[src/rtl/i2c_pkg.sv]
// Shared constants, state encoding and helpers for the EEPROM write sequencer.
// Bit-task command codes match the bit-level I2C controller interface.
package i2c_pkg;

   localparam logic [1:0] COM_ZERO  = 2'b00;
   localparam logic [1:0] COM_ONE   = 2'b11;
   localparam logic [1:0] COM_START = 2'b10;
   localparam logic [1:0] COM_STOP  = 2'b01;

   localparam int STEP_W = 5;

   localparam logic [STEP_W-1:0] LAST_STEP   = 5'd28;
   localparam logic [STEP_W-1:0] ACK_STEP_B0 = 5'd9;
   localparam logic [STEP_W-1:0] ACK_STEP_B1 = 5'd18;
   localparam logic [STEP_W-1:0] ACK_STEP_B2 = 5'd27;

   typedef enum logic [1:0] {
      ST_IDLE,
      ST_ISSUE,
      ST_RELEASE,
      ST_FINISH
   } state_t;

   function automatic logic [1:0] bit_com(input logic b);
      return b ? COM_ONE : COM_ZERO;
   endfunction

endpackage

[src/rtl/i2c_step_decode.sv]
// Maps a frame step index plus the three latched frame bytes to a bit-task
// command: START, 8 MSB-first data bits per byte with an ACK slot after each, STOP.
module i2c_step_decode
   import i2c_pkg::*;
(
   input  logic [STEP_W-1:0] i_step,
   input  logic [7:0]        i_b0,
   input  logic [7:0]        i_b1,
   input  logic [7:0]        i_b2,
   output logic [1:0]        o_com
);

   logic [2:0] w_idx;

   always_comb begin
      // NOTE: every output of a combinational block gets a default first, so no path can infer a latch.
      w_idx = '0;
      o_com = COM_STOP;
      if (i_step == '0) begin
         o_com = COM_START;
      end else if (i_step < ACK_STEP_B0) begin
         w_idx = 3'(ACK_STEP_B0 - 5'd1 - i_step);
         o_com = bit_com(i_b0[w_idx]);
      end else if (i_step == ACK_STEP_B0) begin
         o_com = COM_ONE;
      end else if (i_step < ACK_STEP_B1) begin
         w_idx = 3'(ACK_STEP_B1 - 5'd1 - i_step);
         o_com = bit_com(i_b1[w_idx]);
      end else if (i_step == ACK_STEP_B1) begin
         o_com = COM_ONE;
      end else if (i_step < ACK_STEP_B2) begin
         w_idx = 3'(ACK_STEP_B2 - 5'd1 - i_step);
         o_com = bit_com(i_b2[w_idx]);
      end else if (i_step == ACK_STEP_B2) begin
         o_com = COM_ONE;
      end
   end

endmodule

[src/rtl/eeprom_write_sequencer.sv]
// Transaction-level I2C master: issues the 29 bit-tasks of one EEPROM byte write
// to the bit-level controller over a com/en/done handshake, with a per-task watchdog.
module eeprom_write_sequencer
   import i2c_pkg::*;
#(
   parameter int TIMEOUT_CYCLES = 255,
   parameter int CNT_W          = 8
) (
   input  logic       i_clk,
   input  logic       i_rst,
   input  logic       i_start,
   input  logic [6:0] i_dev_addr,
   input  logic [7:0] i_mem_addr,
   input  logic [7:0] i_wr_data,
   output logic       o_busy,
   output logic       o_done,
   output logic       o_err,
   output logic [1:0] o_task_com,
   output logic       o_task_en,
   input  logic       i_task_done
);

   localparam logic [CNT_W-1:0] WD_LIMIT =
      CNT_W'((TIMEOUT_CYCLES > 0) ? TIMEOUT_CYCLES - 1 : 0);

   state_t            r_state;
   logic [STEP_W-1:0] r_step;
   logic [7:0]        r_b0;
   logic [7:0]        r_b1;
   logic [7:0]        r_b2;
   logic [CNT_W-1:0]  r_wdog;
   logic              r_busy;
   logic              r_done;
   logic              r_err;
   logic              r_task_en;
   logic [1:0]        r_task_com;

   logic [STEP_W-1:0] w_dec_step;
   logic [1:0]        w_next_com;
   logic              w_timeout;

   // Decode the command of the task about to be issued so task_com is loaded
   // on the same edge that raises task_en.
   assign w_dec_step = (r_state == ST_IDLE) ? '0 : r_step + STEP_W'(1);
   assign w_timeout  = (TIMEOUT_CYCLES != 0) && (r_wdog == WD_LIMIT);

   i2c_step_decode u_step_decode (
      .i_step (w_dec_step),
      .i_b0   (r_b0),
      .i_b1   (r_b1),
      .i_b2   (r_b2),
      .o_com  (w_next_com)
   );

   // NOTE: the frame bytes are pure data qualified by the FSM, so they carry no reset.
   always_ff @(posedge i_clk) begin
      if (r_state == ST_IDLE && i_start) begin
         r_b0 <= {i_dev_addr, 1'b0};
         r_b1 <= i_mem_addr;
         r_b2 <= i_wr_data;
      end
   end

   // NOTE: sequential state uses non-blocking assignments only, so every branch reads pre-edge values.
   always_ff @(posedge i_clk) begin
      if (i_rst) begin
         r_state    <= ST_IDLE;
         r_step     <= '0;
         r_wdog     <= '0;
         r_busy     <= 1'b0;
         r_done     <= 1'b0;
         r_err      <= 1'b0;
         r_task_en  <= 1'b0;
         r_task_com <= COM_ZERO;
      end else begin
         r_done <= 1'b0;
         r_err  <= 1'b0;
         case (r_state)
            ST_IDLE: begin
               if (i_start) begin
                  r_step     <= '0;
                  r_wdog     <= '0;
                  r_task_com <= w_next_com;
                  r_task_en  <= 1'b1;
                  r_busy     <= 1'b1;
                  r_state    <= ST_ISSUE;
               end
            end
            ST_ISSUE: begin
               if (i_task_done) begin
                  r_task_en <= 1'b0;
                  r_wdog    <= '0;
                  r_state   <= ST_RELEASE;
               end else if (w_timeout) begin
                  r_task_en <= 1'b0;
                  r_busy    <= 1'b0;
                  r_done    <= 1'b1;
                  r_err     <= 1'b1;
                  r_wdog    <= '0;
                  r_state   <= ST_IDLE;
               end else begin
                  r_wdog <= r_wdog + CNT_W'(1);
               end
            end
            ST_RELEASE: begin
               // Waiting for task_done to fall keeps task_en from rising on a stale done.
               if (!i_task_done) begin
                  r_wdog <= '0;
                  if (r_step == LAST_STEP) begin
                     r_busy  <= 1'b0;
                     r_state <= ST_FINISH;
                  end else begin
                     r_step     <= r_step + STEP_W'(1);
                     r_task_com <= w_next_com;
                     r_task_en  <= 1'b1;
                     r_state    <= ST_ISSUE;
                  end
               end else if (w_timeout) begin
                  r_busy  <= 1'b0;
                  r_done  <= 1'b1;
                  r_err   <= 1'b1;
                  r_wdog  <= '0;
                  r_state <= ST_IDLE;
               end else begin
                  r_wdog <= r_wdog + CNT_W'(1);
               end
            end
            ST_FINISH: begin
               r_done  <= 1'b1;
               r_state <= ST_IDLE;
            end
            default: r_state <= ST_IDLE;
         endcase
      end
   end

   assign o_busy     = r_busy;
   assign o_done     = r_done;
   assign o_err      = r_err;
   assign o_task_en  = r_task_en;
   assign o_task_com = r_task_com;

endmodule

[config.mk]
export PLATFORM = sky130hd
export DESIGN_NAME = eeprom_write_sequencer
export DESIGN_NICKNAME = d
export VERILOG_FILES = /design/src/rtl/i2c_pkg.sv /design/src/rtl/i2c_step_decode.sv /design/src/rtl/eeprom_write_sequencer.sv
export SDC_FILE = /design/constraint.sdc
export NUM_CORES = 1
export LEC_CHECK = 0
export BUFFER_PORTS_ARGS = -buffer_cell sky130_fd_sc_hd__buf_2
export CAP_MARGIN = 20
export CORE_MARGIN = 3
export CORE_UTILIZATION = 52
export CTS_CLUSTER_DIAMETER = 200
export DETAILED_ROUTE_END_ITERATION = 7
export GPL_ROUTABILITY_DRIVEN = 0
export GPL_TIMING_DRIVEN = 0
export HOLD_SLACK_MARGIN = 0.12
export PLACE_DENSITY = 0.74
export SETUP_SLACK_MARGIN = 0.3
export SYNTH_ARGS = -nofsm -noshare
export SYNTH_HDL_FRONTEND = slang
export SYNTH_SLANG_ARGS = --single-unit
[constraint.sdc]
create_clock -name i_clk -period 2.9 [get_ports i_clk]
set_clock_uncertainty 0.15 [all_clocks]
set_input_delay 0.58 -clock i_clk [delete_from_list [all_inputs] [get_ports i_clk]]
set_output_delay 0.58 -clock i_clk [all_outputs]
set_load 0.01 [all_outputs]
# Yosys cells after proc, flatten, opt, wreduce, memory -nomap -nowiden
# Cells that the tools add are included.
dict set report word_totals {
  word_cells 97
  in_bits 27
  output_inout_bits 6
  regBits 44
}
dict set report op_classes {
  reduce_logical 9
  order_cmp 6
  addsub 5
  eq_ne 14
  muxes 52
}
# op n
set op_table {}
lappend op_table {{$mux W2} 18}
lappend op_table {{$mux W8} 4}
lappend op_table {{$pmux W8 S3} 1}
lappend op_table {{$mux W5} 4}
lappend op_table {{$eq A5 B5 Y1 const B} 3}
lappend op_table {{$mux W1} 15}
lappend op_table {{$lt A3 B4 Y1 const B} 3}
lappend op_table {{$lt A5 B5 Y1 const B} 2}
lappend op_table {{$pmux W5 S2} 1}
lappend op_table {{$bmux W1 S3} 3}
lappend op_table {{$pmux W1 S3} 3}
lappend op_table {{$add A8 B1 Y8 const B} 1}
lappend op_table {{$eq A8 B8 Y1 const B} 1}
lappend op_table {{$ne A2 B2 Y1 const B} 4}
lappend op_table {{$pmux W2 S4} 1}
lappend op_table {{$reduce_and A4 Y1} 2}
lappend op_table {{$ne A3 B3 Y1 const B} 2}
lappend op_table {{$sub A1 B3 Y3 const A} 2}
lappend op_table {{$add A5 B1 Y5 const B} 1}
lappend op_table {{$eq A5 B4 Y1 const B} 1}
lappend op_table {{$logic_not A5 Y1} 1}
lappend op_table {{$lt A5 B4 Y1 const B} 1}
lappend op_table {{$reduce_and A5 Y1} 1}
lappend op_table {{$eq A2 B2 Y1 const B} 2}
lappend op_table {{other kinds (9)} 9}

# Logic depth before layout (Yosys ltp)
# Gate-level depths: netlist of run 1.
dict set report depth {
  word_depth 15
  mapped_depth 12
  depth_no_buf 11
}

# Cells and area by module
# From an unflattened synthesis of run 1, not the netlist that was laid out.
dict set report hier_totals {
  cells_unflattened 208
  area_unflattened_um2 2353.5
}
# module instances cells_each area_per_inst_um2 seq_area_each_um2
set by_module_without_submodules {}
lappend by_module_without_submodules {eeprom_write_sequencer 1 166 1935.6 1111.1}
lappend by_module_without_submodules {i2c_step_decode 1 42 417.9 0.0}

# Least setup slack after synthesis of run 1
# OpenSTA, ideal clock, no wires.
dict set report synth_path {
  kind {reg-to-reg}
  from {register r_step[0]}
  to {register r_task_com[0] (netlist: o_task_com[0])}
  setup_time_ps 96
  required_ps 2654
  arrival_time_ps 2582
  path_buffers 2
  stages_incl_launch_ff 12
  synth_period_minus_slack_ps 2828
  path_slack_ps 72
  path_cell_list {dfxtp_1 -> buf_6 -> inv_1 -> ha_1 -> clkbuf_1 -> nand2_1 -> ha_1 -> inv_1 -> mux4_1 -> or3b_1 -> a41o_1 -> o41ai_2}
}
dict set report synth_between {
  elab_chain_len 15
  word_cells_on_any_way 33
  classes_between {4 x add/sub; 3 x order compare; 4 x eq/ne; 20 x mux; 2 x reduce/logical}
}
# item line_no
set synth_lines {}
lappend synth_lines {{from (decl)} eeprom_write_sequencer.sv:27} ;# logic [STEP_W-1:0] r_step;
lappend synth_lines {{from (signal assigned)} eeprom_write_sequencer.sv:113} ;# r_step <= r_step + STEP_W'(1);
lappend synth_lines {{$add A5 B1 Y5} eeprom_write_sequencer.sv:44} ;# assign w_dec_step = (r_state == ST_IDLE) ? '0 : r_step + STEP_W'(1);
lappend synth_lines {{$mux W5} eeprom_write_sequencer.sv:44}
lappend synth_lines {{$sub A2 B3 Y3} i2c_step_decode.sv:32} ;# w_idx = 3'(ACK_STEP_B2 - 5'd1 - i_step);
lappend synth_lines {{$bmux W1 S3} i2c_step_decode.sv:33} ;# o_com = bit_com(i_b2[w_idx]);
lappend synth_lines {{$mux W1 (not written as such)} i2c_step_decode.sv:33}
lappend synth_lines {{$mux W2} i2c_pkg.sv:25} ;# return b ? COM_ONE : COM_ZERO;
lappend synth_lines {{$mux W2} i2c_step_decode.sv:31} ;# end else if (i_step < ACK_STEP_B2) begin
lappend synth_lines {{$mux W2} i2c_step_decode.sv:29} ;# end else if (i_step == ACK_STEP_B1) begin
lappend synth_lines {{$mux W2} i2c_step_decode.sv:26} ;# end else if (i_step < ACK_STEP_B1) begin
lappend synth_lines {{$mux W2} i2c_step_decode.sv:24} ;# end else if (i_step == ACK_STEP_B0) begin
lappend synth_lines {{$mux W2} i2c_step_decode.sv:21} ;# end else if (i_step < ACK_STEP_B0) begin
lappend synth_lines {{$mux W2} i2c_step_decode.sv:19} ;# if (i_step == '0) begin
lappend synth_lines {{$mux W2} eeprom_write_sequencer.sv:109} ;# if (r_step == LAST_STEP) begin
lappend synth_lines {{$mux W2} eeprom_write_sequencer.sv:107} ;# if (!i_task_done) begin
lappend synth_lines {{$pmux W2 S2} eeprom_write_sequencer.sv:78} ;# case (r_state)
lappend synth_lines {{to (signal assigned)} eeprom_write_sequencer.sv:83} ;# r_task_com <= w_next_com;
lappend synth_lines {{to (signal assigned)} eeprom_write_sequencer.sv:114} ;# r_task_com <= w_next_com;
lappend synth_lines {{to (decl)} eeprom_write_sequencer.sv:36} ;# logic [1:0] r_task_com;
# Several ways; a longest one is shown, not always the timed one. The select of a mux whose other input is x is not followed.
# A chain may end at the register's enable or synchronous reset.

# Final worst setup path of run 1
# Same ends and word-level chain as after synthesis.

==> run_results.csv, run 1 <==
group,metric,value,unit
run_status,status,"complete, no violations",
worst_setup_path,cp.required,2930,ps
sta,tightest_slew,967,ps
sta,drv_slew,0,
logic_synthesis,yosys_register_bits,44,
layout,final_nets,321,
drt,first_pass_iters,4,
logic_synthesis,synth_area,2440,um2
sta,finalSetupViolations,0,
worst_setup_path,critPathArrivalTime,2540,ps
logic_synthesis,syn_nets,272,
layout,areaGrowthSynthToFinish,22.1,%
logic_synthesis,yosysWarnings,0,
die,die_h,74.5,um
logic_synthesis,syn_inst,231,
grt,grt_antenna_before_repair,0,
die,start_util,54.9,%
cts,postCtsHoldBufs,0,
sta,period_share,86.7,%
grt,grt_usage,20.7,%
layout,final_area,2980,um2
place,pre_cts_slack,16.1,ps
grt,grt_overflow,0,
logic_synthesis,yosysSeqAreaShare,45.5,%
die,num_rows,24,
die,dieWidth,74.5,um
grt,met3_usage,4.32,%
logic_synthesis,netlist-cell-type-count,58,
die,ioPinCount,33,
cts,clk_pin_slew_worst_paths,90,ps
sta,hold_viol,0,
min_path,hp-class,"in2reg",
sta,setup-tns-final,0,ps
die,fp.coreArea,4440,um2
grt,grt_max_degree,24,
power,power-per-cell-area,476,nW/um2
sta,layout_min_cycle_time,2510,ps
layout,fill_cells,360,
sta,slew-limit-headroom,35.5,%
power,vdd_drop_max,0.000313,V
worst_setup_path,crit_type,"reg2reg",
grt,grt_pass1_wl,8710,um
drt,drt_wl_total,5220,um
sta,rsz0062_at_grt,"no",
cts,clock_latency,290,ps
grt,gr-usage-met2,31.7,%
drt,via_count,1916,
cts,cts-root-buf,"clkbuf_8",
run,drv_cap,0,
layout,fin_util,67.0,%
place,io_buffers,32,
die,fp.dieArea,5550,um2
cts,h-tree-depth,2,
place,placed_area,2690,um2
sta,fin_hold_ws,306,ps
drt,wire_per_inst,15.7,um
layout,antennaDiodeCount,0,
cts,cts_tree,"yes",
logic_synthesis,synth_area_per_cell,10.6,um2
place,dp_hpwl,3580,um
worst_setup_path,end_kind,"flip-flop",
drt,drc,0,
logic_synthesis,synth_area_leaders,"edfxtp_1 28%, dfxtp_1 17%, ha_1 7.2%",
grt,first_global_vias,1856,
power,p_leak,1.16,nW
worst_setup_path,path_max_fanout,6,
cts,cts_made_buffers,5,
logic_synthesis,ys_async_sr_fraction,0,%
worst_setup_path,critPathLaunchType,"flip-flop",
sta,timing.final.ws_setup,386,ps
cts,cts_buffer_depth,2,
logic_synthesis,synth_top_area_share,28.3,%
cts,cts_sinks,44,
logic_synthesis,yosys.area.top_type,"edfxtp_1",
grt,grtUsageMet1,28.9,%
grt,grt-busiest-layer,"met2",
drt,drtIter0Drc,177,
drt,antenna_left,0,
layout,drive_gt1_share,29.2,%
sta,fmax,0.398,GHz
drt,vias_per_cell,5.75,
logic_synthesis,synth_edf_count,23,
logic_synthesis,synth_flop_cell,"edfxtp_1",
[where the power goes]
part	internal, mW	switching [mW]	leakage (nW)
Clock	0.255	0.204	0.0513
Combinational	0.116	0.135	0.714
Sequential	0.695	0.0125	0.393
[sequential cells by signal, summed over array words and instances (netlist names)]
| signal | flops |
|---|---|
| r_b1 | 8 |
| r_step | 5 |
| r_b0 | 7 |
| o_task_en | 1 |
| o_err | 1 |
| o_busy | 1 |
| r_state | 2 |
| o_done | 1 |
| o_task_com | 2 |
| r_wdog | 8 |
| r_b2 | 8 |
[worst max-delay path: stages, from the launching register on]
cell,delay [ps]
dfxtp_2,350
buf_6,110
inv_6,40
ha_4,250
clkbuf_8,130
nand2_8,50
ha_4,270
mux4_1,270
or3_1,420
a41oi_1,250
o41ai_2,100
[repair_timing]
item | CTS | global route
pin swaps | 8 | 5
setup endpoints to repair | 2 | 2
buffers inserted | 9 | 1
gates cloned | 0 | 0
gates resized for setup | 24 | 6
[synthesized netlist by cell type, drive strengths merged, types with 5 or more instances]
master  number
clkbuf       5
nor2        24
ha          14
nor2b        6
inv         11
dfxtp       21
nor3         5
nand2       12
nand3        6
o21ai        9
a21oi       11
edfxtp      23
xnor2        7
[path summary, 6_finish.rpt]
check             cells past startpoint                   start  slack (ps)                         end
setup / recovery                     10  r_step[0]$_SDFFE_PP0P_         390  o_task_com[0]$_SDFFE_PP0P_
hold / removal                        1            i_wr_data[4]         310           r_b2[4]$_DFFE_PP_
setup reg to reg                     10  r_step[0]$_SDFFE_PP0P_         390  o_task_com[0]$_SDFFE_PP0P_
hold reg to reg                       2     o_busy$_SDFFE_PP0P_         350         o_busy$_SDFFE_PP0P_
[through the flow]
step	cells	power, mW
6_report	333	1.42
5_1_grt	333	1.49
4_1_cts	332	1.42
3_5_place_dp	315	0.931
3_3_place_gp	315	0.925
2_1_floorplan	231	0.863
[logic make-up after synthesis]
group / share of synthesized area, %
AND/OR/NAND/NOR: 17.8
adder cells (fa/ha/maj): 7.18
multiplexers: 5.80
flip-flops: 45.5
AO/OA/AOI/OAI: 15.8
XOR/XNOR: 3.95
buffers and inverters: 3.90
[layer usage]
metal | up-vias | wire (um)
li1 | 961 | -
met1 | 879 | 2430
met2 | 64 | 2410
met3 | 12 | 244
met4 | 0 | 129
met5 | - | 0
[cell type report]
class	count	area [um2]	area share [%]
tap	52	65.1	2.18
buffer	9	76.3	2.56
multi-input combinational	167	1320	44.1
timing repair buffer	42	235	7.90
sequential	44	1120	37.7
clock inverter	2	35.0	1.18
inverter	11	56.3	1.89
clock buffer	6	72.6	2.44
[placed cells by master, fill, tap and decap left out, types with 3 or more instances in the layout]
cell | synthesis | layout
a21oi_1 | 11 | 11
nand4_1 | 3 | 3
a211oi_1 | 3 | 3
dfxtp_1 | 21 | 17
xnor2_1 | 7 | 6
buf_4 | 1 | 10
a21boi_0 | 4 | 4
and3_1 | 3 | 3
nor3_1 | 5 | 5
ha_4 | 0 | 4
o21ai_0 | 9 | 9
edfxtp_1 | 23 | 23
nand3_1 | 6 | 6
mux2i_1 | 4 | 4
clkbuf_1 | 5 | 5
xor2_1 | 4 | 4
nand2_1 | 12 | 11
clkbuf_8 | 0 | 6
dfxtp_4 | 0 | 3
buf_2 | 1 | 33
nor2b_1 | 6 | 6
nand3b_1 | 3 | 3
inv_1 | 11 | 6
nor2_1 | 23 | 23
ha_1 | 14 | 9
(Power assumes the default switching activity.)
==> inputs of run 2 (changes only) <==
--- a/config.mk
+++ b/config.mk
@@ -5,16 +5,17 @@
 export SDC_FILE = /design/constraint.sdc
 export NUM_CORES = 1
 export LEC_CHECK = 0
-export BUFFER_PORTS_ARGS = -buffer_cell sky130_fd_sc_hd__buf_2
 export CAP_MARGIN = 20
 export CORE_MARGIN = 3
-export CORE_UTILIZATION = 52
+export CORE_UTILIZATION = 57
 export CTS_CLUSTER_DIAMETER = 200
 export DETAILED_ROUTE_END_ITERATION = 7
+export DONT_BUFFER_PORTS = 1
 export GPL_ROUTABILITY_DRIVEN = 0
 export GPL_TIMING_DRIVEN = 0
 export HOLD_SLACK_MARGIN = 0.12
-export PLACE_DENSITY = 0.74
+export PLACE_DENSITY = 0.73
+export REMOVE_ABC_BUFFERS = 1
 export SETUP_SLACK_MARGIN = 0.3
 export SYNTH_ARGS = -nofsm -noshare
 export SYNTH_HDL_FRONTEND = slang
==> run 2 against run 1 <==
Net effect: hold slack got worse by 130 ps; largest power group unchanged; critical endpoint is now o_task_com[1]$_SDFFE_PP0P_; clock power increased by 5.9%; wire length increased by 3.0%; flip-flop and latch count unchanged; critical path type unchanged; largest cell class unchanged; sequential power increased by 0.8%.
==> run_results.csv, run 2 (synthesis gave the netlist of run 1 again) <==
group,metric,value,unit
run_status,status,"complete, no violations",
cts,cts-root-buf,"clkbuf_8",
sta,layout_min_cycle_time,2560,ps
cts,h-tree-depth,2,
worst_setup_path,r2r_start,"r_state[1]$_SDFFE_PP0N_",
sta,tightest_slew,985,ps
sta,finalSetupViolations,0,
layout,top_regs,"r_b1 (8), r_b2 (8), r_wdog (8)",
cts,cts_sinks,44,
place,io_buffers,0,
layout,antennaDiodeCount,0,
sta,rsz0062_at_grt,"yes",
place,pre_cts_slack,-488,ps
drt,antenna_left,0,
drt,drtIter0Drc,185,
die,fp.dieArea,5100,um2
min_path,hold_depth,1,
run,drv_cap,0,
grt,first_global_vias,1786,
layout,areaGrowthSynthToFinish,15.1,%
die,start_util,60.1,%
cts,clock_latency,310,ps
power,p_leak,1.02,nW
die,die_h,71.4,um
cts,cts_tree,"yes",
worst_setup_path,reg2regPathDepth,8,
worst_setup_path,critPathArrivalTime,2590,ps
drt,wire_per_inst,18.3,um
layout,fin_util,69.2,%
die,num_rows,23,
sta,drv_slew,0,
worst_setup_path,cp.required,2930,ps
min_path,whs_endpoint,"r_step[0]$_SDFFE_PP0P_",
sta,hold_viol,0,
worst_setup_path,crit_type,"reg2reg",
die,dieWidth,71.4,um
drt,vias_per_cell,6.18,
sta,fmax,0.391,GHz
sta,slew-limit-headroom,34.4,%
sta,timing.final.ws_setup,344,ps
min_path,hp-class,"in2reg",
power,total_power,1.42,mW
sta,setup-tns-final,0,ps
drt,drt_wl_total,5370,um
place,placed_area,2450,um2
grt,grt_overflow,0,
worst_setup_path,critPathLaunchType,"flip-flop",
cts,cts_made_buffers,5,
worst_setup_path,path_max_fanout,8,
cts,cts_buffer_depth,2,
layout,drive_gt1_share,21.7,%
power,power-per-cell-area,504,nW/um2
layout,final_nets,284,
worst_setup_path,rr_endpoint,"o_task_com[1]$_SDFFE_PP0P_",
layout,final_cell_mix,"23 x nor2_1, 23 x edfxtp_1, 17 x dfxtp_1",
power,vdd_drop_max,0.000456,V
grt,grt_antenna_before_repair,0,
grt,grt_usage,21.3,%
grt,grt_pass1_wl,8460,um
drt,via_count,1816,
min_path,worstHoldStart,"i_rst",
layout,final_area,2810,um2
die,fp.coreArea,4060,um2
worst_setup_path,worst-r2r-setup-slack,340,ps
place,dp_hpwl,3460,um
cts,clk_pin_slew_worst_paths,90,ps
drt,first_pass_iters,4,
sta,period_share,88.1,%
grt,grt_max_degree,24,
worst_setup_path,end_kind,"flip-flop",
die,ioPinCount,33,
drt,drc,0,
-- run 2: power by group --
group	total, mW	switching [mW]	internal, mW
combinational	0.216	0.121	0.0951
clock	0.486	0.226	0.260
sequential	0.714	0.0181	0.696
total	1.42	0.365	1.05
-- run 2: metrics by stage --
| stage | hold WS, ps | std cells |
|---|---|---|
| 6_report | 174 | 294 |
| 5_1_grt | 172 | 294 |
| 4_1_cts | 170 | 289 |
| 3_5_place_dp | 369 | 272 |
| 3_3_place_gp | 359 | 272 |
| 2_1_floorplan | 338 | 222 |
-- run 2: worst max-delay path: stages (launching register included) --
cell	delay, ps
dfxtp_4	390
inv_2	70
ha_4	200
nor2_8	110
buf_4	180
mux4_1	560
or3_4	420
a31oi_2	230
o32ai_2	110
-- run 2: routing by layer --
metal  vias up  wire length, um  track usage, %
met2        51             2640            35.4
li1        878                -               -
met4         0              136            9.19
met3        16              269            5.89
met5         -                0               0
met1       871             2320            26.0
-- run 2: area by class of cell --
type,count,area (um2)
Sequential cell,44,1120
Inverter,11,50.0
Timing Repair Buffer,14,105
Clock inverter,3,46.3
Fill cell,300,1250
Tap cell,50,62.6
Multi-Input combinational cell,167,1350
Clock buffer,5,68.8
-- run 2: repair_timing --
| item | CTS | global route |
|---|---|---|
| hold buffers | 0 | 0 |
| setup buffers | 9 | 5 |
| pin swaps | 4 | 6 |
| gates resized for setup | 21 | 10 |
| endpoints found under the setup margin | 27 | 2 |
-- run 2: worst max path at each step --
stage / startpoint / end / cells after the start
floorplan: r_step[0]$_SDFFE_PP0P_ / o_task_com[0]$_SDFFE_PP0P_ / 9
global placement: r_state[0]$_SDFFE_PP0N_ / o_task_com[0]$_SDFFE_PP0P_ / 10
detailed placement: r_state[1]$_SDFFE_PP0N_ / o_task_com[1]$_SDFFE_PP0P_ / 10
CTS: r_state[0]$_SDFFE_PP0N_ / o_task_com[1]$_SDFFE_PP0P_ / 8
finish: r_state[1]$_SDFFE_PP0N_ / o_task_com[1]$_SDFFE_PP0P_ / 8
global route: r_step[1]$_SDFFE_PP0P_ / o_task_com[0]$_SDFFE_PP0P_ / 9
